$ cat config.mk
export PLATFORM = sky130hd
export DESIGN_NAME = regfile_fwd_sb_flat
export DESIGN_NICKNAME = d
export VERILOG_FILES = /design/src/rtl/regfile_fwd_sb_pkg.sv /design/src/rtl/regfile_fwd_sb_if.sv /design/src/rtl/regfile_fwd_sb_fwd_byte_mux.sv /design/src/rtl/regfile_fwd_sb.sv /design/src/flat_wrapper.sv
export SDC_FILE = /design/constraint.sdc
export NUM_CORES = 2
export LEC_CHECK = 0
export BUFFER_PORTS_ARGS = -buffer_cell sky130_fd_sc_hd__buf_2
export CELL_PAD_IN_SITES_DETAIL_PLACEMENT = 0
export CELL_PAD_IN_SITES_GLOBAL_PLACEMENT = 1
export CORE_MARGIN = 3
export CORE_UTILIZATION = 35
export CTS_CLUSTER_SIZE = 25
export DETAILED_ROUTE_END_ITERATION = 8
export GPL_ROUTABILITY_DRIVEN = 0
export PLACE_DENSITY_LB_ADDON = 0.12
export SETUP_SLACK_MARGIN = 0.05
export SLEW_MARGIN = 20
export SYNTH_ARGS = -nofsm -noshare
export SYNTH_HDL_FRONTEND = slang
export SYNTH_HIERARCHICAL = 1
export SYNTH_SLANG_ARGS = --single-unit
$ cat constraint.sdc
create_clock -name clk -period 34.5 [get_ports clk]
set_input_delay 3.45 -clock clk [delete_from_list [all_inputs] [get_ports clk]]
set_output_delay 3.45 -clock clk [all_outputs]
set_load 0.1 [all_outputs]
$ cat src/rtl/regfile_fwd_sb_pkg.sv
// Shared sizing defaults and forwarding-source indices for the bypassed GPR file.
// The ID-stage file, the bypass mux and the pipeline control all agree on these values.
package regfile_fwd_sb_pkg;

  localparam int DATA_W_DEF = 32;
  localparam int ADDR_W_DEF = 5;
  localparam int NREG_DEF   = 32;
  localparam int NRD_DEF    = 2;
  localparam int NFWD_DEF   = 3;

  // Youngest first: a lower index wins when several sources target one byte.
  localparam int FWD_EX  = 0;
  localparam int FWD_MEM = 1;
  localparam int FWD_WB  = 2;

  // Width of one forwarding source packed as {we, ok, addr, data, be}.
  function automatic int fwd_bus_w(input int data_w, input int addr_w);
    return 1 + 1 + addr_w + data_w + data_w / 8;
  endfunction

endpackage

$ cat src/rtl/regfile_fwd_sb_if.sv
// Decode-side read ports, WB write port and bypass sources of the GPR file.
// Master is the pipeline; slave is the register file.
interface regfile_fwd_sb_if #(
  parameter int DATA_W = 32,
  parameter int ADDR_W = 5,
  parameter int NRD    = 2,
  parameter int NFWD   = 3
);
  logic [NRD*ADDR_W-1:0]    raddr;
  logic [NRD*DATA_W-1:0]    rdata;
  logic [NRD-1:0]           rd_stall;
  logic                     stall_any;
  logic [NRD-1:0]           rd_en;
  logic                     we;
  logic [ADDR_W-1:0]        waddr;
  logic [DATA_W/8-1:0]      wbe;
  logic [DATA_W-1:0]        wdata;
  logic [NFWD-1:0]          fwd_we;
  logic [NFWD-1:0]          fwd_ok;
  logic [NFWD*ADDR_W-1:0]   fwd_addr;
  logic [NFWD*DATA_W-1:0]   fwd_data;
  logic [NFWD*DATA_W/8-1:0] fwd_be;
  logic [31:0]              wr_count;

  modport master (
    output raddr, rd_en, we, waddr, wbe, wdata,
           fwd_we, fwd_ok, fwd_addr, fwd_data, fwd_be,
    input  rdata, rd_stall, stall_any, wr_count
  );

  modport slave (
    input  raddr, rd_en, we, waddr, wbe, wdata,
           fwd_we, fwd_ok, fwd_addr, fwd_data, fwd_be,
    output rdata, rd_stall, stall_any, wr_count
  );
endinterface

$ cat src/rtl/regfile_fwd_sb_fwd_byte_mux.sv
// Per-byte bypass merge for one read port: youngest matching source wins each byte,
// and a not-yet-ready winner raises the hazard bit.
module fwd_byte_mux #(
  parameter int DATA_W = 32,
  parameter int ADDR_W = 5,
  parameter int NFWD   = 3
) (
  input  logic [ADDR_W-1:0]        i_raddr,
  input  logic                     i_en,
  input  logic [DATA_W-1:0]        i_base,
  input  logic [NFWD-1:0]          i_fwd_we,
  input  logic [NFWD-1:0]          i_fwd_ok,
  input  logic [NFWD*ADDR_W-1:0]   i_fwd_addr,
  input  logic [NFWD*DATA_W-1:0]   i_fwd_data,
  input  logic [NFWD*DATA_W/8-1:0] i_fwd_be,
  output logic [DATA_W-1:0]        o_data,
  output logic                     o_stall
);
  localparam int NB = DATA_W / 8;

  logic [NB-1:0] w_hit;

  always_comb begin
    o_data  = i_base;
    o_stall = 1'b0;
    w_hit   = '0;
    for (int b = 0; b < NB; b++) begin
      for (int k = 0; k < NFWD; k++) begin
        // i_en is low for r0, so sources aimed at r0 can never match.
        if (i_en && !w_hit[b] && i_fwd_we[k] && i_fwd_be[k*NB + b] &&
            (i_fwd_addr[k*ADDR_W +: ADDR_W] == i_raddr)) begin
          w_hit[b]         = 1'b1;
          o_data[b*8 +: 8] = i_fwd_data[k*DATA_W + b*8 +: 8];
          if (!i_fwd_ok[k]) o_stall = 1'b1;
        end
      end
    end
  end

endmodule

$ cat src/rtl/regfile_fwd_sb.sv
// ID-stage GPR file: byte-enable WB write port, zero-latency bypassed read ports,
// per-port hazard stall and a saturating committed-write counter.
module regfile_fwd_sb
  import regfile_fwd_sb_pkg::*;
#(
  parameter int DATA_W = DATA_W_DEF,
  parameter int NREG   = NREG_DEF,
  parameter int ADDR_W = ADDR_W_DEF,
  parameter int NRD    = NRD_DEF,
  parameter int NFWD   = NFWD_DEF
) (
  input logic         clk,
  input logic         rst,
  regfile_fwd_sb_if.slave bus
);
  localparam int NB = DATA_W / 8;

  logic [DATA_W-1:0] r_mem [NREG];
  logic [31:0]       r_wr_count;
  logic              w_wr_ok;

  assign w_wr_ok = bus.we && (bus.waddr != '0) && (32'(bus.waddr) < NREG);

  always_ff @(posedge clk or posedge rst) begin
    if (rst) begin
      for (int i = 0; i < NREG; i++) r_mem[i] <= '0;
      r_wr_count <= '0;
    end else if (w_wr_ok) begin
      for (int b = 0; b < NB; b++) begin
        if (bus.wbe[b]) r_mem[bus.waddr][b*8 +: 8] <= bus.wdata[b*8 +: 8];
      end
      if (r_wr_count != '1) r_wr_count <= r_wr_count + 32'd1;
    end
  end

  assign bus.wr_count = r_wr_count;

  for (genvar i = 0; i < NRD; i++) begin : g_rd
    logic [ADDR_W-1:0] w_ra;
    logic              w_valid;
    logic [DATA_W-1:0] w_base;
    logic [DATA_W-1:0] w_merged;
    logic              w_hz;

    assign w_ra    = bus.raddr[i*ADDR_W +: ADDR_W];
    assign w_valid = (w_ra != '0) && (32'(w_ra) < NREG);
    assign w_base  = w_valid ? r_mem[w_ra] : '0;

    fwd_byte_mux #(
      .DATA_W (DATA_W),
      .ADDR_W (ADDR_W),
      .NFWD   (NFWD)
    ) u_fwd_byte_mux (
      .i_raddr    (w_ra),
      .i_en       (w_valid),
      .i_base     (w_base),
      .i_fwd_we   (bus.fwd_we),
      .i_fwd_ok   (bus.fwd_ok),
      .i_fwd_addr (bus.fwd_addr),
      .i_fwd_data (bus.fwd_data),
      .i_fwd_be   (bus.fwd_be),
      .o_data     (w_merged),
      .o_stall    (w_hz)
    );

    assign bus.rdata[i*DATA_W +: DATA_W] = w_valid ? w_merged : '0;
    assign bus.rd_stall[i]               = w_hz;
  end

  assign bus.stall_any = |(bus.rd_stall & bus.rd_en);

endmodule

$ cat src/flat_wrapper.sv
// flat-port wrapper written by rule: the top's interface ports become plain ports
module regfile_fwd_sb_flat import regfile_fwd_sb_pkg::*;
#(
  parameter int DATA_W = DATA_W_DEF,
  parameter int NREG   = NREG_DEF,
  parameter int ADDR_W = ADDR_W_DEF,
  parameter int NRD    = NRD_DEF,
  parameter int NFWD   = NFWD_DEF
)
  (clk, rst, bus_raddr, bus_rd_en, bus_we, bus_waddr, bus_wbe, bus_wdata, bus_fwd_we, bus_fwd_ok, bus_fwd_addr, bus_fwd_data, bus_fwd_be, bus_rdata, bus_rd_stall, bus_stall_any, bus_wr_count);
  regfile_fwd_sb_if #(.DATA_W(DATA_W), .ADDR_W(ADDR_W), .NRD(NRD), .NFWD(NFWD)) bus_i ();
  input logic clk;
  input logic rst;
  input wire logic [$bits(bus_i.raddr)-1:0] bus_raddr;
  input wire logic [$bits(bus_i.rd_en)-1:0] bus_rd_en;
  input wire logic [$bits(bus_i.we)-1:0] bus_we;
  input wire logic [$bits(bus_i.waddr)-1:0] bus_waddr;
  input wire logic [$bits(bus_i.wbe)-1:0] bus_wbe;
  input wire logic [$bits(bus_i.wdata)-1:0] bus_wdata;
  input wire logic [$bits(bus_i.fwd_we)-1:0] bus_fwd_we;
  input wire logic [$bits(bus_i.fwd_ok)-1:0] bus_fwd_ok;
  input wire logic [$bits(bus_i.fwd_addr)-1:0] bus_fwd_addr;
  input wire logic [$bits(bus_i.fwd_data)-1:0] bus_fwd_data;
  input wire logic [$bits(bus_i.fwd_be)-1:0] bus_fwd_be;
  output wire logic [$bits(bus_i.rdata)-1:0] bus_rdata;
  output wire logic [$bits(bus_i.rd_stall)-1:0] bus_rd_stall;
  output wire logic [$bits(bus_i.stall_any)-1:0] bus_stall_any;
  output wire logic [$bits(bus_i.wr_count)-1:0] bus_wr_count;
  assign bus_i.raddr = bus_raddr;
  assign bus_i.rd_en = bus_rd_en;
  assign bus_i.we = bus_we;
  assign bus_i.waddr = bus_waddr;
  assign bus_i.wbe = bus_wbe;
  assign bus_i.wdata = bus_wdata;
  assign bus_i.fwd_we = bus_fwd_we;
  assign bus_i.fwd_ok = bus_fwd_ok;
  assign bus_i.fwd_addr = bus_fwd_addr;
  assign bus_i.fwd_data = bus_fwd_data;
  assign bus_i.fwd_be = bus_fwd_be;
  assign bus_rdata = bus_i.rdata;
  assign bus_rd_stall = bus_i.rd_stall;
  assign bus_stall_any = bus_i.stall_any;
  assign bus_wr_count = bus_i.wr_count;
  regfile_fwd_sb #(.DATA_W(DATA_W), .NREG(NREG), .ADDR_W(ADDR_W), .NRD(NRD), .NFWD(NFWD)) u_core (.clk(clk), .rst(rst), .bus(bus_i));
endmodule
==> impl_metrics.ini <==
[status]
outcome = completed

[worst_setup_path]
cp-start-kind = primary input
startpoint = bus_raddr[7]
worst_ep_arrival_time_ns = 9.16
worstSetupPathType = primary input to primary output
cp.required_ns = 31.05
cp-end-kind = primary output
reg2reg_from = u_core/bus.wr_count[23]
reg2reg_slack_ns = 32.11
r2r_cells = 5
crit_end = bus_rdata[49]
reg2reg_to = u_core/bus.wr_count[27]
crit_fanout = 61

[power_and_ir_drop]
p_per_area_nw_per_um2 = 54.6
ir_worst_vdd_v = 0.000126
p_leak_uw = 0.0300

[logic_synthesis]
syn_nets = 4369
ys_ff_latch = 1056
yosys-top-cells-area = dfrtp_1, mux2_2, mux4_2
synth.most_common_cell = dfrtp_1
yosys-top-cells-count = dfrtp_1, mux2_2, mux4_2, mux2i_1, clkbuf_1
syn_inst = 4183
synth_top_cell_by_area = dfrtp_1
ys_seq_area_frac = 0.442
synth_top_area_frac = 0.442
ys_warn_count = 6
ys.flop_type = dfrtp_1
synth.distinct_cells = 59
async_flop_share = 1.00
syn_area_per_cell_um2 = 14.3
syn_area_um2 = 59800
synth-edff-count = 0

[cells_and_area]
num-nets-final = 4495
synthToLayoutAreaGrowth_pct = 12.1
drive_gt1_frac = 0.507
stdcell_area_um2 = 67100
fillCellCount = 16000

[hold_path]
whs_path_depth = 0
hp-class = flip-flop to flip-flop

[clock_tree]
cts_hold_buffers = 0
cts_max_path_buffers = 3
cts_buffers = 132
clock_latency_ns = 0.77
cts_tree = done
htreeDepth = 4
postCtsSetupBuffers = 0
cts.clk_slew.worst_paths_ns = 0.05
cts_resized = 0
cts_sinks = 1056
cts_root_buf = clkbuf_16

[global_routing]
grt_busiest_layer = met2
grt_max_degree = 102
track_usage = 0.248
grt_antenna_before_repair = 41
grt_overflow_total = 0
grt_pass1_vias = 39900
grt_pass1_wl_um = 312000
grt_use_met1 = 0.346
grtUsageMet3 = 0.0510
gr-usage-met2 = 0.387

[sta]
fmax_ghz = 0.0793
period_minus_slack_ns = 12.61
period_share = 0.365
rsz0062_at_grt = no
fin_tns_setup_ns = 0
hold_viol_final = 0
worst_pin_slew_ns = 1.26
setup_violations = 0
drv_slew = 0
relSlewSlack = 0.158
finClkSkew_ns = 0.0270

[detailed_routing]
wl_per_cell_um = 33.0
routed_wl_um = 219000
drtPass1Iterations = 5
ant_nets = 0
drt_iter0_drc = 3314
vias = 39100
routed_via_density = 5.89
drc_errors = 0

[placement]
place_area_um2 = 62700
port_buffers = 283
dp_hpwl_um = 146000

[floorplanning]
coreArea_um2 = 170000
die-height_um = 419
dieArea_um2 = 176000
initial_core_util = 0.353
die_x_um = 419
io_pins = 284
rows = 151

[job]
maxCapViolations = 0
==> cells in the final DEF, fill, tap and decap left out, types with 7 or more instances in the layout <==
cell / synthesis / routed
clkinv_16: 0 / 7
nand3_1: 28 / 28
and2_1: 35 / 35
nand2_1: 50 / 50
o21ai_0: 10 / 10
nor4_4: 3 / 8
and4_1: 12 / 12
xnor2_1: 25 / 25
nor2_2: 126 / 127
clkbuf_8: 0 / 27
nor3_1: 20 / 20
a21o_1: 96 / 96
a21oi_1: 62 / 62
nor4_1: 21 / 17
clkinv_2: 0 / 15
nor2b_1: 95 / 95
o22ai_1: 59 / 59
nand3_2: 8 / 8
a211o_1: 22 / 22
mux4_2: 498 / 498
nand4_1: 24 / 24
a211oi_2: 16 / 17
clkbuf_16: 0 / 132
mux2i_1: 200 / 200
dfrtp_1: 1056 / 1056
diode_2: 0 / 10
and3_1: 7 / 7
nor2_1: 122 / 121
mux2_2: 1005 / 1005
clkbuf_1: 172 / 38
xor2_1: 31 / 31
a211oi_1: 112 / 111
buf_4: 32 / 73
o221ai_1: 16 / 16
buf_2: 96 / 276
==> flip-flops by register name (all words and copies together) (netlist names) <==
name and count:
u_core/bus.wr_count 32, u_core/r_mem 1024
==> how the worst min path moves through the flow <==
stage                             startpoint            endpoint  slack (ns)
after global placement    u_core/r_mem[1015]  u_core/r_mem[1015]        0.36
after floorplan           u_core/r_mem[1000]  u_core/r_mem[1000]        0.42
after CTS                  u_core/r_mem[992]   u_core/r_mem[992]        0.38
after detailed placement  u_core/r_mem[1021]  u_core/r_mem[1021]        0.36
final                      u_core/r_mem[995]   u_core/r_mem[995]        0.37
after global routing      u_core/r_mem[1015]  u_core/r_mem[1015]        0.38
==> critical path, cell delays in order <==
cell      delay (ns)
buf_8           0.38
buf_4           0.57
buf_4           0.57
buf_4           0.61
buf_4           0.57
mux4_2          0.56
nor2b_1         0.14
a211oi_1        0.68
a21oi_1         0.15
a21o_1          0.35
mux2i_1         0.20
a211oi_1        0.13
a21o_1          0.19
nor2b_1         0.13
buf_2           0.31
==> metal layers <==
layer | vias to the layer above | wire length (um) | part of all wire
met2 | 1308 | 101000 | 0.46
li1 | 16400 | - | -
met5 | - | 70 | 0.00032
met1 | 21100 | 97100 | 0.44
met3 | 280 | 14500 | 0.066
met4 | 12 | 6330 | 0.029
==> cells by family after synthesis <==
| logic type | Yosys count | share of synthesized area |
|---|---|---|
| AO/OA/AOI/OAI | 411 | 0.0496 |
| XOR/XNOR | 56 | 0.00820 |
| adder cells (fa/ha/maj) | 1 | 0.000209 |
| buffers and inverters | 369 | 0.0342 |
| flip-flops | 1056 | 0.442 |
| multiplexers | 1703 | 0.410 |
| AND/OR/NAND/NOR | 587 | 0.0562 |
==> layout make-up <==
type | instances | area, um2 | share of cell area
multi-input combinational | 2758 | 31500 | 0.469
sequential | 1056 | 26400 | 0.394
tap | 2218 | 2780 | 0.0414
antenna | 10 | 25.0 | 0.000373
clock buffer | 197 | 3820 | 0.0569
inverter | 4 | 22.5 | 0.000336
timing repair buffer | 357 | 2060 | 0.0307
clock inverter | 34 | 490 | 0.00731
==> where the power goes <==
group | leakage (uW) | switching (uW) | internal [uW] | total (uW)
Combinational | 0.0138 | 424 | 344 | 768
Clock | 0.00209 | 583 | 790 | 1370
Sequential | 0.0141 | 124 | 1400 | 1520
==> per-stage QoR <==
stage                      util  cells  hold slack, ns  setup slack, ns  total power [uW]
after global placement    0.370   6393           0.360            21.79              2300
after floorplan               -   4183           0.425             1.33              2090
after detailed placement  0.370   6393           0.363            21.81              2310
after global routing      0.395   6630           0.381            21.63              3820
final                     0.395   6634           0.373            21.89              3660
after CTS                 0.395   6624           0.376            21.80              3710
Power figures use the tool's default switching activity.
